File: src/rtl/register_rename_file.sv
// register_rename_file
//   Architectural integer register file (x1..x31, 32 bits each) with a
//   per-register rename tag naming the ROB entry that will produce the next
//   value. It sits downstream of the ROB commit/rename outputs and serves
//   two combinational operand lookups for the decoder. Renamed operands are
//   forwarded through the ROB value-query ports.
//
// Ports
//   clk_in, rst_in          clock, synchronous active-high reset
//   rdy_in                  state update enable (pause when low)
//   clear                   ROB flush: drop every rename tag, keep values
//   set_reg_id/set_val/
//   set_reg_on_rob_id       commit of a ROB entry into a register (id 0 = idle)
//   set_dep_reg_id/
//   set_dep_rob_id          rename of a register by the issuing instruction
//   rs{1,2}_id              decoder operand register ids
//   rs{1,2}_ready/val/rob_id operand lookup results
//   get_rob_id{1,2}         ROB query index for each operand
//   rob_value{1,2}_ready/
//   rob_value{1,2}          ROB query results
module register_rename_file #(
  parameter int ROB_WIDTH_BIT = 4
) (
  input  logic                     clk_in,
  input  logic                     rst_in,
  input  logic                     rdy_in,
  input  logic                     clear,
  input  logic [4:0]               set_reg_id,
  input  logic [31:0]              set_val,
  input  logic [ROB_WIDTH_BIT-1:0] set_reg_on_rob_id,
  input  logic [4:0]               set_dep_reg_id,
  input  logic [ROB_WIDTH_BIT-1:0] set_dep_rob_id,
  input  logic [4:0]               rs1_id,
  input  logic [4:0]               rs2_id,
  output logic                     rs1_ready,
  output logic [31:0]              rs1_val,
  output logic [ROB_WIDTH_BIT-1:0] rs1_rob_id,
  output logic                     rs2_ready,
  output logic [31:0]              rs2_val,
  output logic [ROB_WIDTH_BIT-1:0] rs2_rob_id,
  output logic [ROB_WIDTH_BIT-1:0] get_rob_id1,
  input  logic                     rob_value1_ready,
  input  logic [31:0]              rob_value1,
  output logic [ROB_WIDTH_BIT-1:0] get_rob_id2,
  input  logic                     rob_value2_ready,
  input  logic [31:0]              rob_value2
);

  logic [31:0]              val_q  [32];
  logic [ROB_WIDTH_BIT-1:0] tag_q  [32];
  logic [31:0]              busy_q;

  logic commit_en;
  logic rename_en;
  logic commit_releases;

  assign commit_en = (set_reg_id != 5'd0);
  assign rename_en = (set_dep_reg_id != 5'd0);
  // A commit only frees the register if it comes from the newest producer
  // and the same register is not being renamed again this cycle.
  assign commit_releases = commit_en && busy_q[set_reg_id] &&
                           (tag_q[set_reg_id] == set_reg_on_rob_id) &&
                           !(rename_en && (set_dep_reg_id == set_reg_id));

  always_ff @(posedge clk_in) begin
    if (rst_in) begin
      busy_q <= '0;
      for (int i = 0; i < 32; i++) begin
        val_q[i] <= '0;
        tag_q[i] <= '0;
      end
    end else if (rdy_in) begin
      if (clear) begin
        // Flushed entries: any commit/rename this cycle is discarded too.
        busy_q <= '0;
        for (int i = 0; i < 32; i++) begin
          tag_q[i] <= '0;
        end
      end else begin
        if (commit_en) begin
          val_q[set_reg_id] <= set_val;
          if (commit_releases) begin
            busy_q[set_reg_id] <= 1'b0;
          end
        end
        if (rename_en) begin
          busy_q[set_dep_reg_id] <= 1'b1;
          tag_q[set_dep_reg_id]  <= set_dep_rob_id;
        end
      end
    end
  end

  // Operand 1 lookup
  logic busy1;
  assign busy1 = (rs1_id != 5'd0) && busy_q[rs1_id];

  always_comb begin
    get_rob_id1 = '0;
    rs1_ready   = 1'b1;
    rs1_val     = '0;
    rs1_rob_id  = '0;
    if (!busy1) begin
      if (rs1_id != 5'd0) rs1_val = val_q[rs1_id];
    end else begin
      get_rob_id1 = tag_q[rs1_id];
      if (rob_value1_ready) begin
        rs1_val = rob_value1;
      end else begin
        rs1_ready  = 1'b0;
        rs1_rob_id = tag_q[rs1_id];
      end
    end
  end

  // Operand 2 lookup
  logic busy2;
  assign busy2 = (rs2_id != 5'd0) && busy_q[rs2_id];

  always_comb begin
    get_rob_id2 = '0;
    rs2_ready   = 1'b1;
    rs2_val     = '0;
    rs2_rob_id  = '0;
    if (!busy2) begin
      if (rs2_id != 5'd0) rs2_val = val_q[rs2_id];
    end else begin
      get_rob_id2 = tag_q[rs2_id];
      if (rob_value2_ready) begin
        rs2_val = rob_value2;
      end else begin
        rs2_ready  = 1'b0;
        rs2_rob_id = tag_q[rs2_id];
      end
    end
  end

endmodule

File: config.mk
export PLATFORM = sky130hd
export DESIGN_NAME = register_rename_file
export DESIGN_NICKNAME = d
export VERILOG_FILES = /design/src/rtl/register_rename_file.sv
export SDC_FILE = /design/constraint.sdc
export NUM_CORES = 2
export LEC_CHECK = 0
export CAP_MARGIN = 20
export CORE_MARGIN = 3
export CORE_UTILIZATION = 54
export CTS_CLUSTER_SIZE = 14
export DETAILED_ROUTE_END_ITERATION = 8
export PLACE_DENSITY = 0.74
export SYNTH_ARGS = -nofsm -noshare
export SYNTH_HDL_FRONTEND = slang
export SYNTH_SLANG_ARGS = --single-unit
File: constraint.sdc
create_clock -name clk_in -period 3.26 [get_ports clk_in]
set_input_delay 0.489 -clock clk_in [delete_from_list [all_inputs] [get_ports clk_in]]
set_output_delay 0.489 -clock clk_in [all_outputs]
set_load 0.005 [all_outputs]
==> qor.csv <==
stage,metric,value,unit
outcome,status,"finished, violations left",
outcome,failing checks,negative setup slack,
power_and_ir_drop,cell internal pwr,28.6,mW
synth,Seq cells post-synth,1184,
layout,layout cell share with drive strength beyond 1,37.4,%
hold_path,launch point of the worst hold path,rst_in,
die,# IOs,212,
timing,number of setup violations in the final report,82,
clocking,CTS root buf,clkbuf_16,
clocking,clk_lat worst skew,0.75,ns
layout,fin cells,6248,
layout,Fillers,7972,
synth,Synth Warn #,0,
timing,Final Worst Setup Slack,-0.526,ns
synth,"EDFF count, synth",1152,
layout,"Area growth, synth to finish",20.7,%
power_and_ir_drop,Comb pwr share,14.6,%
layout,"commonest non-fill, non-tap cell in the layout",edfxtp_1,
power_and_ir_drop,Switch Pwr,9.44,mW
power_and_ir_drop,Design Power,38.1,mW
hold_path,Hold Crit Class,input port to flip-flop,
timing,Max Clock Freq,264,MHz
timing,unrepaired setup endpoints after global routing,true,
worst_setup_path,CP Capture Type,output port,
drt,Post-Route WL,229000,um
worst_setup_path,max incr delay on CP,0.47,ns
synth,unique cell type count in the Yosys netlist,47,
run,Max Cap Violations,0,
worst_setup_path,crit path launch type,flip-flop,
worst_setup_path,r2r endpoint,busy_q[30],
power_and_ir_drop,Pwr per Cell Area,484,mW/mm2
worst_setup_path,r2r worst-path depth,8,
layout,cell area after layout,0.0786,mm2
grt,global router's overall resource usage,36.4,%
drt,via count,44100,
synth,Post-Syn Area per Cell,15.7,um2
timing,post-route clock period utilization,116,%
synth,"Async S/R FF share, synth",0,%
worst_setup_path,Worst Path Required,2.77,ns
drt,Routed Antenna Nets,0,
die,row cnt,126,
placed_design,gpl congestion,0.977,
clocking,"CTS clk-pin slew, worst paths",0.06,ns
power_and_ir_drop,worst vdd ir,0.550,mV
synth,sequential area share after synthesis,54.1,%
synth,"Top FF cell, synth",edfxtp_1,
die,die area,0.125,mm2
drt,routed vias/inst,7.06,
timing,Post-Route Skew,0.0215,ns
grt,pin count of the biggest net entering global routing,60,
layout,register area,0.0353,mm2
clocking,CTS Buffer Depth,3,
drt,drc violations,0,
layout,most frequent cells in the layout,"edfxtp_1, and2_1, mux4_2",
clocking,Inserted Clock Buffers,130,
die,Die W,353,um
grt,met3 track demand over resource,11.3,%
layout,footprint of the multi-input gates,0.0295,mm2
worst_setup_path,"reg-to-reg slack, setup",0.37,ns
die,Die Ht,353,um
grt,grt met2 use,55.2,%
worst_setup_path,crit path launch,busy_q[3],
hold_path,Worst Hold Depth,6,
synth,cell taking the most area after synthesis,edfxtp_1,
drt,drt pass-1 iters,8,
synth,Synth area leaders,"edfxtp_1, mux4_2, and2_1, mux2i_1, clkbuf_1",
power_and_ir_drop,clock power share,38.1,%
grt,first-pass GRT wire length,321000,um
timing,Final min period,3.79,ns
layout,Final Util,66.2,%
layout,nets,4670,
timing,Worst slew margin,29.0,%
drt,Iter 0 DRT Violations,7250,
die,Initial Util,54.8,%
grt,grt ovf,0,
clocking,CTS tree,yes,
die,core area,0.119,mm2
drt,average routed wire per standard cell,36.6,um
clocking,Sink Count,1184,
worst_setup_path,crit path cell chain,"mux4_2, mux4_2, mux2i_1, buf_4, nor2_4, buf_12, clkbuf_16, o31ai_1, buf_2",
placed_design,placed cell areas,0.0730,mm2
grt,antenna violations before repair,16,
worst_setup_path,reg-to-reg startpoint,tag_q[7][1],
worst_setup_path,"Arr. time, crit path",3.30,ns
power_and_ir_drop,Lkg Pwr,27.8,nW
grt,GR Util met1,47.1,%
grt,layer with the highest usage,met2,
worst_setup_path,CP Max Fanout,8,
worst_setup_path,CP max-delay cell,mux4_2,
synth,synthesized instance count,4141,
synth,Post-Syn Area,0.0652,mm2
worst_setup_path,critical path class,flip-flop to output port,
timing,Final Hold Fails,0,
timing,WHS,0.402,ns
placed_design,half-perimeter wire length after detailed placement,141000,um
timing,max-slew violation total from the final report,0,
power_and_ir_drop,Sw Share,24.8,%
worst_setup_path,CP most frequent cell,mux4_2,
clocking,H-tree levels,4,
timing,Worst-Margin Slew,1.06,ns
power_and_ir_drop,Sequential Power Share,47.2,%
placed_design,placed cell count,5968,
placed_design,Buffers on Ports,211,
synth,top-area cell type share of the netlist area,53.1,%
hold_path,sink of the worst hold path,busy_q[2],
grt,vias in the first global route,44400,
[power groups by stage]
stage	Combinational (mW)	Sequential, mW	Clock, mW
CTS	5.40	17.9	14.6
detailed placement	5.39	18.2	0
global route	5.74	18.0	15.1
global placement	5.35	18.2	0
floorplan	3.01	18.0	0
finish	5.57	18.0	14.5
[logic make-up (layout without fill, tap and decap cells)]
family | Yosys count | in the layout | share of synthesized area, %
buf+inv | 479 | 943 | 3.03
simple gates | 1418 | 1418 | 13.1
compound gates | 168 | 168 | 1.74
mux | 884 | 884 | 28.0
other cells | 1 | 44 | 0.00575
flops | 1184 | 1184 | 54.1
xor+xnor | 7 | 7 | 0.0941
[worst max-delay path: cells and delay by family (launching register included)]
family                 cells  cell delay (ns)
buffers and inverters      4             0.71
muxes                      3             1.08
and+or+nand+nor            1             0.10
AOI/OAI and AO/OA          1             0.30
DFF                        1             0.35
[cells in the mapped netlist (6+ instances only)]
| master | instances |
|---|---|
| and2_1 | 994 |
| nand3_1 | 68 |
| buf_1 | 31 |
| a21oi_1 | 8 |
| nor3_1 | 7 |
| o21ai_1 | 6 |
| edfxtp_1 | 1152 |
| nor2b_1 | 17 |
| and3_1 | 127 |
| mux2i_1 | 134 |
| mux4_2 | 750 |
| buf_2 | 81 |
| o22ai_1 | 29 |
| dfxtp_1 | 32 |
| a31oi_1 | 13 |
| nand2_1 | 77 |
| or2_2 | 32 |
| buf_6 | 8 |
| o31ai_1 | 64 |
| o21ai_0 | 17 |
| nor4_1 | 14 |
| clkbuf_1 | 353 |
| a22oi_1 | 21 |
| nor3b_1 | 7 |
| nor2_1 | 48 |
[per-layer routing]
layer / vias up / routed length (um) / share of wire [%]
met5: - / 13 / 0.0057
met4: 2 / 15400 / 6.7
met3: 830 / 33000 / 14
met2: 3897 / 104000 / 46
met1: 22300 / 75900 / 33
li1: 17100 / - / -
[layout make-up]
cell class,instances,share of cell area [%]
Multi-Input combinational cell,2513,37.5
Tap cell,1600,2.55
Clock buffer,163,4.51
Antenna cell,8,0.0255
Inverter,2,0.00955
Timing Repair Buffer,709,9.89
Clock inverter,69,0.730
Sequential cell,1184,44.8
[per-stage QoR]
| step | setup slack, ns | setup TNS, ns |
|---|---|---|
| finish | -0.526 | -28.63 |
| global route | -0.565 | -35.40 |
| CTS | -0.467 | -29.90 |
| detailed placement | -0.599 | -38.25 |
| global placement | -0.587 | -36.78 |
| floorplan | -0.00500 | -0.300 |
[repair_timing]
item,4_1_cts,5_1_grt
buffers inserted,24,3
hold buffers,0,0
cloned,11,2
resized for setup,468,106
endpoints found under the setup margin,82,86
pin swaps,38,14
[flip-flops by register name (all words and copies together), names as in the netlist]
register / cells
tag_q: 128
busy_q: 32
val_q: 1024
[worst max path at each step]
stage	to	cells past startpoint	slack (ns)
2_1_floorplan	rs1_val[21]	8	-0.005
3_3_place_gp	busy_q[13]	12	-0.59
3_5_place_dp	busy_q[13]	12	-0.60
4_1_cts	rs2_val[14]	8	-0.47
5_1_grt	rs2_val[29]	9	-0.56
6_report	rs1_val[29]	9	-0.53
(Power assumes the default switching activity.)
